[config.mk]
export PLATFORM = sky130hd
export DESIGN_NAME = spi_master_ctrl
export DESIGN_NICKNAME = d
export VERILOG_FILES = /design/src/rtl/spi_pkg.sv /design/src/rtl/spi_shift_reg.sv /design/src/rtl/spi_master_ctrl.sv
export SDC_FILE = /design/constraint.sdc
export NUM_CORES = 1
export LEC_CHECK = 0
export ABC_AREA = 1
export CAP_MARGIN = 20
export CORE_MARGIN = 3
export CORE_UTILIZATION = 50
export DETAILED_ROUTE_END_ITERATION = 6
export PLACE_DENSITY = 0.84
export SYNTH_ARGS = -nofsm -noshare
export SYNTH_HDL_FRONTEND = slang
export SYNTH_SLANG_ARGS = --single-unit
[constraint.sdc]
create_clock -name clk_i -period 2.4 [get_ports clk_i]
set_input_delay 0.6 -clock clk_i [delete_from_list [all_inputs] [get_ports clk_i]]
set_output_delay 0.6 -clock clk_i [all_outputs]
set_load 0.05 [all_outputs]
[src/rtl/spi_pkg.sv]
// Shared types and defaults for the SPI master transfer controller.
// Optional LSB-first support is enabled by SPI_MASTER_CTRL_LSBFIRST_EN.
package spi_pkg;

    localparam int unsigned DATA_WIDTH_DEF      = 8;
    localparam int unsigned PRESCALAR_WIDTH_DEF = 3;

    typedef enum logic [1:0] {
        IDLE,
        SETUP,
        XFER,
        HOLD
    } state_e;

endpackage

[src/rtl/spi_shift_reg.sv]
// Shared TX/RX shift register: parallel load, one-bit shift, MSB- or LSB-first.
// d_o exposes the next-state value so a final shift can be captured in the same cycle.
module spi_shift_reg
    import spi_pkg::*;
#(
    parameter int unsigned Width = DATA_WIDTH_DEF
) (
    input  logic             clk_i,
    input  logic             rst_ni,
    input  logic             load_i,
    input  logic [Width-1:0] data_i,
    input  logic             shift_i,
    input  logic             sin_i,
    input  logic             lsb_first_i,
    output logic [Width-1:0] d_o,
    output logic             sout_o
);

    logic [Width-1:0] sreg_q, sreg_d;

    always_comb begin
        sreg_d = sreg_q;
        if (load_i) begin
            sreg_d = data_i;
        end else if (shift_i) begin
            sreg_d = lsb_first_i ? {sin_i, sreg_q[Width-1:1]}
                                 : {sreg_q[Width-2:0], sin_i};
        end
    end

    always_ff @(posedge clk_i or negedge rst_ni) begin
        if (!rst_ni) begin
            sreg_q <= '0;
        end else begin
            sreg_q <= sreg_d;
        end
    end

    assign d_o    = sreg_d;
    assign sout_o = lsb_first_i ? sreg_q[0] : sreg_q[Width-1];

endmodule

[src/rtl/spi_master_ctrl.sv]
// SPI master transfer controller: sequences the baud generator and the shift path.
// Define SPI_MASTER_CTRL_LSBFIRST_EN to add the lsb_first_i bit-order select.
module spi_master_ctrl
    import spi_pkg::*;
#(
    parameter int unsigned DataWidth      = DATA_WIDTH_DEF,
    parameter int unsigned PrescalarWidth = PRESCALAR_WIDTH_DEF
) (
    input  logic                      clk_i,
    input  logic                      rst_ni,
    input  logic                      spe_i,
    input  logic                      start_i,
    input  logic [DataWidth-1:0]      tx_data_i,
    input  logic                      cpol_i,
    input  logic                      cpha_i,
    input  logic [PrescalarWidth-1:0] spr_i,
`ifdef SPI_MASTER_CTRL_LSBFIRST_EN
    input  logic                      lsb_first_i,
`endif
    input  logic                      brg_baud_i,
    output logic                      brg_en_o,
    output logic                      brg_clr_o,
    output logic [PrescalarWidth-1:0] brg_spr_o,
    output logic                      ss_n_o,
    output logic                      sck_o,
    output logic                      mosi_o,
    input  logic                      miso_i,
    output logic [DataWidth-1:0]      rx_data_o,
    output logic                      busy_o,
    output logic                      done_o
);

    localparam int unsigned CntW = $clog2(2 * DataWidth);
    localparam logic [CntW-1:0] LastEdge = CntW'(2 * DataWidth - 1);

    state_e                    state_q, state_d;
    logic                      cpol_q, cpha_q, lsb_q;
    logic [PrescalarWidth-1:0] spr_q;
    logic                      baud_q, sck_q, sck_d, miso_q;
    logic [CntW-1:0]           cnt_q, cnt_d;
    logic [DataWidth-1:0]      rx_q, sreg_nxt;
    logic                      tick, odd, last;
    logic                      load, shift, sample, done, sout;

    assign tick = brg_baud_i ^ baud_q;
    assign odd  = ~cnt_q[0];
    assign last = (cnt_q == LastEdge);

    always_comb begin
        state_d = state_q;
        sck_d   = sck_q;
        cnt_d   = cnt_q;
        load    = 1'b0;
        shift   = 1'b0;
        sample  = 1'b0;
        done    = 1'b0;
        unique case (state_q)
            IDLE: begin
                sck_d = cpol_i;
                if (start_i && spe_i) begin
                    state_d = SETUP;
                    load    = 1'b1;
                end
            end
            SETUP: begin
                if (tick) begin
                    state_d = XFER;
                    cnt_d   = '0;
                end
            end
            XFER: begin
                if (tick) begin
                    sck_d  = ~sck_q;
                    cnt_d  = cnt_q + 1'b1;
                    sample = cpha_q ? ~odd : odd;
                    shift  = cpha_q ? (odd && cnt_q != '0) : ~odd;
                    if (last) begin
                        state_d = HOLD;
                    end
                end
            end
            HOLD: begin
                // cpha=1 samples on the last edge; fold that bit in here
                if (tick) begin
                    state_d = IDLE;
                    done    = 1'b1;
                    shift   = cpha_q;
                end
            end
            default: state_d = IDLE;
        endcase
        if (!spe_i) begin
            state_d = IDLE;
            sck_d   = (state_q == IDLE) ? cpol_i : cpol_q;
            load    = 1'b0;
            shift   = 1'b0;
            sample  = 1'b0;
            done    = 1'b0;
        end
    end

    always_ff @(posedge clk_i or negedge rst_ni) begin
        if (!rst_ni) begin
            state_q <= IDLE;
            cpol_q  <= 1'b0;
            cpha_q  <= 1'b0;
            spr_q   <= '0;
            baud_q  <= 1'b0;
            sck_q   <= 1'b0;
            cnt_q   <= '0;
            miso_q  <= 1'b0;
            rx_q    <= '0;
        end else begin
            state_q <= state_d;
            sck_q   <= sck_d;
            cnt_q   <= cnt_d;
            baud_q  <= (state_q == IDLE) ? 1'b0 : brg_baud_i;
            if (load) begin
                cpol_q <= cpol_i;
                cpha_q <= cpha_i;
                spr_q  <= spr_i;
            end
            if (sample) begin
                miso_q <= miso_i;
            end
            if (done) begin
                rx_q <= sreg_nxt;
            end
        end
    end

`ifdef SPI_MASTER_CTRL_LSBFIRST_EN
    always_ff @(posedge clk_i or negedge rst_ni) begin
        if (!rst_ni) begin
            lsb_q <= 1'b0;
        end else if (load) begin
            lsb_q <= lsb_first_i;
        end
    end
`else
    assign lsb_q = 1'b0;
`endif

    spi_shift_reg #(
        .Width (DataWidth)
    ) u_shift (
        .clk_i       (clk_i),
        .rst_ni      (rst_ni),
        .load_i      (load),
        .data_i      (tx_data_i),
        .shift_i     (shift),
        .sin_i       (miso_q),
        .lsb_first_i (lsb_q),
        .d_o         (sreg_nxt),
        .sout_o      (sout)
    );

    assign brg_en_o  = (state_q != IDLE);
    assign brg_clr_o = (state_q == IDLE);
    assign brg_spr_o = spr_q;
    assign ss_n_o    = (state_q == IDLE);
    assign sck_o     = sck_q;
    assign mosi_o    = (state_q != IDLE) & sout;
    assign rx_data_o = rx_q;
    assign busy_o    = (state_q != IDLE) & ~done;
    assign done_o    = done;

endmodule

==> results.rst <==
.. list-table::
   :header-rows: 1

   * - Metric
     - Value
   * - Worst reg2reg path endpoint
     - state_q[1]
   * - Antenna fix cells
     - 0
   * - Post-DP HPWL
     - 2628 um
   * - Die Footprint
     - 4015 um^2
   * - Drt first-iter violations
     - 82
   * - Buffers from clock root to sink, at most
     - 2
   * - Residual DRC count
     - 0
   * - Path type of the worst min-delay path
     - reg -> reg
   * - Post-synthesis cell count
     - 204
   * - Status
     - completed
   * - Antenna viol nets, final
     - 0
   * - Number of nets in the synthesized netlist
     - 229
   * - Post-synth EDFFs
     - 0
   * - Critical hold path startpoint
     - rx_data_o[3]
   * - Total design power
     - 2.979 mW
   * - Worst R2R Path Depth
     - 5
   * - Startpoint of the worst-slack reg-to-reg timing path
     - state_q[0]
   * - Final period utilization
     - 94.80%
   * - Clock sink total
     - 30
   * - Setup repair after global routing missed its margin
     - false
   * - Required time reported for the critical path endpoint
     - 1.80 ns
   * - Async SR Flop Fraction
     - 100.0%
   * - Worst-case vdd ir drop
     - 1.007 mV
   * - Flop and latch count out of synthesis
     - 30
   * - Setup Crit Path Kind
     - in -> out
   * - Setup-violating endpoint count in the final report
     - 0
   * - Port Buffer Count
     - 36
   * - Instance count along the most critical hold path
     - 2
   * - Worst-Skew Late Latency
     - 0.32 ns
   * - Die Y
     - 63.37 um
   * - Starting Density
     - 53.02%
   * - CTS Hold Buffers Added
     - 0
   * - Slowest-stage cell, CP
     - sky130_fd_sc_hd__clkdlybuf4s50_1
   * - Number of global-route vias before repair
     - 1438
   * - Kind of cell with the highest combined delay on the critical path
     - buffers and inverters
   * - All-layer global routing usage
     - 19.66%
   * - Most used DFF post-synth
     - sky130_fd_sc_hd__dfrtp_1
   * - Wire length of the first global-routing pass
     - 6299 um
   * - Maximum fanout along the worst path
     - 2
   * - Max-slew headroom
     - 54.22%
   * - Fin Hold WS
     - 0.4846 ns
   * - Cell Area, Synth
     - 1645 um^2
   * - Via total after detailed routing
     - 1486
   * - Antenna violations before repair
     - 0
   * - Crit-path cells
     - clkdlybuf4s50_1, nand3_2, nor2_4, clkinv_2, nand2_1, inv_1, buf_4
   * - Hold Path End
     - rx_data_o[3]
   * - Syn. warnings
     - 0
   * - WP buf/inv
     - 4
   * - Sequential-to-total area share from yosys stat
     - 45.63%
   * - Number of endpoints with negative hold slack in the final report
     - 0
   * - Count of standard-cell rows
     - 20
   * - Delay contributed by the slowest stage of the critical path
     - 0.49 ns
   * - MaxCap Viol Count
     - 0
   * - Clock root buffer
     - sky130_fd_sc_hd__clkbuf_4
   * - Detailed-routing iteration count for the pre-antenna-repair pass
     - 5
   * - Power per unit of standard cell area
     - 1369 nW/um^2
   * - Via-to-Cell Ratio
     - 5.037
   * - Register-to-Register Setup Slack
     - 0.49 ns
   * - Clock tree from TritonCTS
     - yes
   * - Pin count of the biggest net entering global routing
     - 31
   * - Arrival time of data at the critical path endpoint
     - 1.68 ns
   * - Total wirelength of the detailed-routed design
     - 3592 um
   * - Register clock-pin slew on the reported worst setup and hold paths
     - 0.09 ns
   * - Number of cells in the finished layout apart from fillers
     - 295
   * - Post-synthesis cell type with the largest combined area
     - sky130_fd_sc_hd__dfrtp_1
   * - Mean post-synth cell area
     - 8.065 um^2
   * - Max Clock Freq
     - 439.5 MHz
   * - Total overflow reported by the global router
     - 0
   * - Share of post-route cells with drive strength above 1
     - 12.35%
   * - Type of element capturing the critical path
     - output port
   * - Distinct cell type count of the synthesized netlist
     - 27
   * - Top area cells in the synthesized netlist
     - sky130_fd_sc_hd__dfrtp_1 46%, sky130_fd_sc_hd__nand2_1 12%, sky130_fd_sc_hd__nand3_1 12%
   * - Final-stage net count
     - 276
   * - Top cell type's share of synthesized area
     - 45.63%
   * - Placed cell count
     - 288
   * - Weighted congestion reported at the end of routability-driven placement
     - 0.7700
   * - Routed wirelength normalized by instance count
     - 12.18 um
   * - Startpoint class of the critical path
     - primary input
   * - Boundary Pins
     - 37
   * - Die width
     - 63.37 um
   * - Actual transition at the worst max-transition pin
     - 0.6781 ns
   * - Worst clock skew
     - 0.004093 ns
   * - Time the final worst path needs with I/O delays and setup
     - 2.275 ns
   * - Number of levels the H-tree was split into
     - 2
   * - Leakage
     - 1.035 nW
   * - Number of buffers inserted during clock tree synthesis
     - 5
   * - Layout overhead on the synthesized area
     - 32.24%
   * - Standard cell core area
     - 3103 um^2
   * - Fin. max-slew vios
     - 0
## logic make-up (layout without fill, tap and decap cells)
family          Yosys count  count (layout)  share of synthesized area [%]
simple gates            121             121                          34.60
mux                       1               1                         0.6844
xor+xnor                  1               1                         0.5324
flops                    30              30                          45.63
compound gates           18              18                          6.312
buf+inv                  27              74                          7.680
fa+ha+maj                 6               6                          4.563
## sequential cells by signal, summed over array words and instances, names as in the netlist
name / cells
rx_data_o: 8
u_shift.sreg_q: 8
cnt_q: 4
brg_spr_o: 3
state_q: 2
baud_q: 1
cpha_q: 1
cpol_q: 1
miso_q: 1
sck_o: 1
## repair_timing
action                                 in CTS  in global routing
setup endpoints to repair                   2                  0
buffers inserted                            0                  0
endpoints found under the hold margin       0                  0
resized for setup                           2                  0
## cells in the mapped netlist, types with 2 or more instances
library cell               count
sky130_fd_sc_hd__o211ai_1      2
sky130_fd_sc_hd__nand3_1      39
sky130_fd_sc_hd__nor2_1        8
sky130_fd_sc_hd__nand2_1      53
sky130_fd_sc_hd__and2_1        8
sky130_fd_sc_hd__o21ai_0       9
sky130_fd_sc_hd__dfrtp_1      30
sky130_fd_sc_hd__a21oi_1       3
sky130_fd_sc_hd__inv_4         2
sky130_fd_sc_hd__or2_0         8
sky130_fd_sc_hd__buf_6         2
sky130_fd_sc_hd__ha_1          6
sky130_fd_sc_hd__inv_1        20
## cell usage in the layout (no fill, tap or decap), types with 5 or more instances in the layout
cell | synthesis | routed
sky130_fd_sc_hd__clkdlybuf4s50_1 | 0 | 29
sky130_fd_sc_hd__clkbuf_4 | 0 | 5
sky130_fd_sc_hd__nand2_1 | 53 | 53
sky130_fd_sc_hd__buf_4 | 1 | 13
sky130_fd_sc_hd__dfrtp_1 | 30 | 30
sky130_fd_sc_hd__ha_1 | 6 | 5
sky130_fd_sc_hd__inv_1 | 20 | 19
sky130_fd_sc_hd__nand3_1 | 39 | 38
sky130_fd_sc_hd__nor2_1 | 8 | 8
sky130_fd_sc_hd__o21ai_0 | 9 | 9
sky130_fd_sc_hd__and2_1 | 8 | 8
sky130_fd_sc_hd__or2_0 | 8 | 8
## worst register-to-register path: cells and delay by family (launching register included)
family          cells  cell delay [ns]
compound gates      2             0.78
fa+ha+maj           1             0.26
buf+inv             2             0.31
flops               1             0.42
## through the flow
step | utilization, % | cell area, um^2 | worst slack [ns] | TNS (ns)
3_5_place_dp | 67.38 | 2091 | -0.07864 | -0.08459
2_1_floorplan | - | 1653 | 0.01850 | 0
3_3_place_gp | 67.38 | 2091 | -0.03391 | -0.03391
5_1_grt | 70.12 | 2176 | 0.02345 | 0
4_1_cts | 70.12 | 2176 | 0.1147 | 0
6_report | 70.12 | 2176 | 0.1249 | 0
## layer usage
metal / wire length, um / global-route usage [%]
met1: 1756 / 27.19
met2: 1646 / 30.38
met3: 155 / 4.991
met4: 33 / 5.660
met5: 0 / 0
## layout make-up
cell class | count | area (um^2)
Tap cell | 44 | 55.05
Clock inverter | 1 | 30.03
Inverter | 23 | 96.34
Clock buffer | 6 | 51.30
Fill cell | 265 | 927.1
Sequential cell | 30 | 750.7
Multi-Input combinational cell | 147 | 775.7
Timing Repair Buffer | 44 | 416.7
## report_power, final
group / internal (mW) / total (mW) / leakage (nW) / switching, mW
Clock: 0.242 / 0.415 / 0.0443 / 0.172
Combinational: 0.567 / 1.67 / 0.622 / 1.11
Sequential: 0.731 / 0.890 / 0.369 / 0.159
Total: 1.54 / 2.98 / 1.04 / 1.44
## worst max-delay path by stage
| stage | slack [ns] | cells after the start | from | to |
|---|---|---|---|---|
| 2_1_floorplan | 0.02 | 6 | spe_i | busy_o |
| 3_3_place_gp | -0.03 | 9 | brg_baud_i | busy_o |
| 3_5_place_dp | -0.08 | 9 | brg_baud_i | busy_o |
| 4_1_cts | 0.11 | 7 | spe_i | busy_o |
| 5_1_grt | 0.02 | 6 | state_q[0] | busy_o |
| 6_report | 0.12 | 7 | spe_i | busy_o |
(Power assumes the default switching activity.)
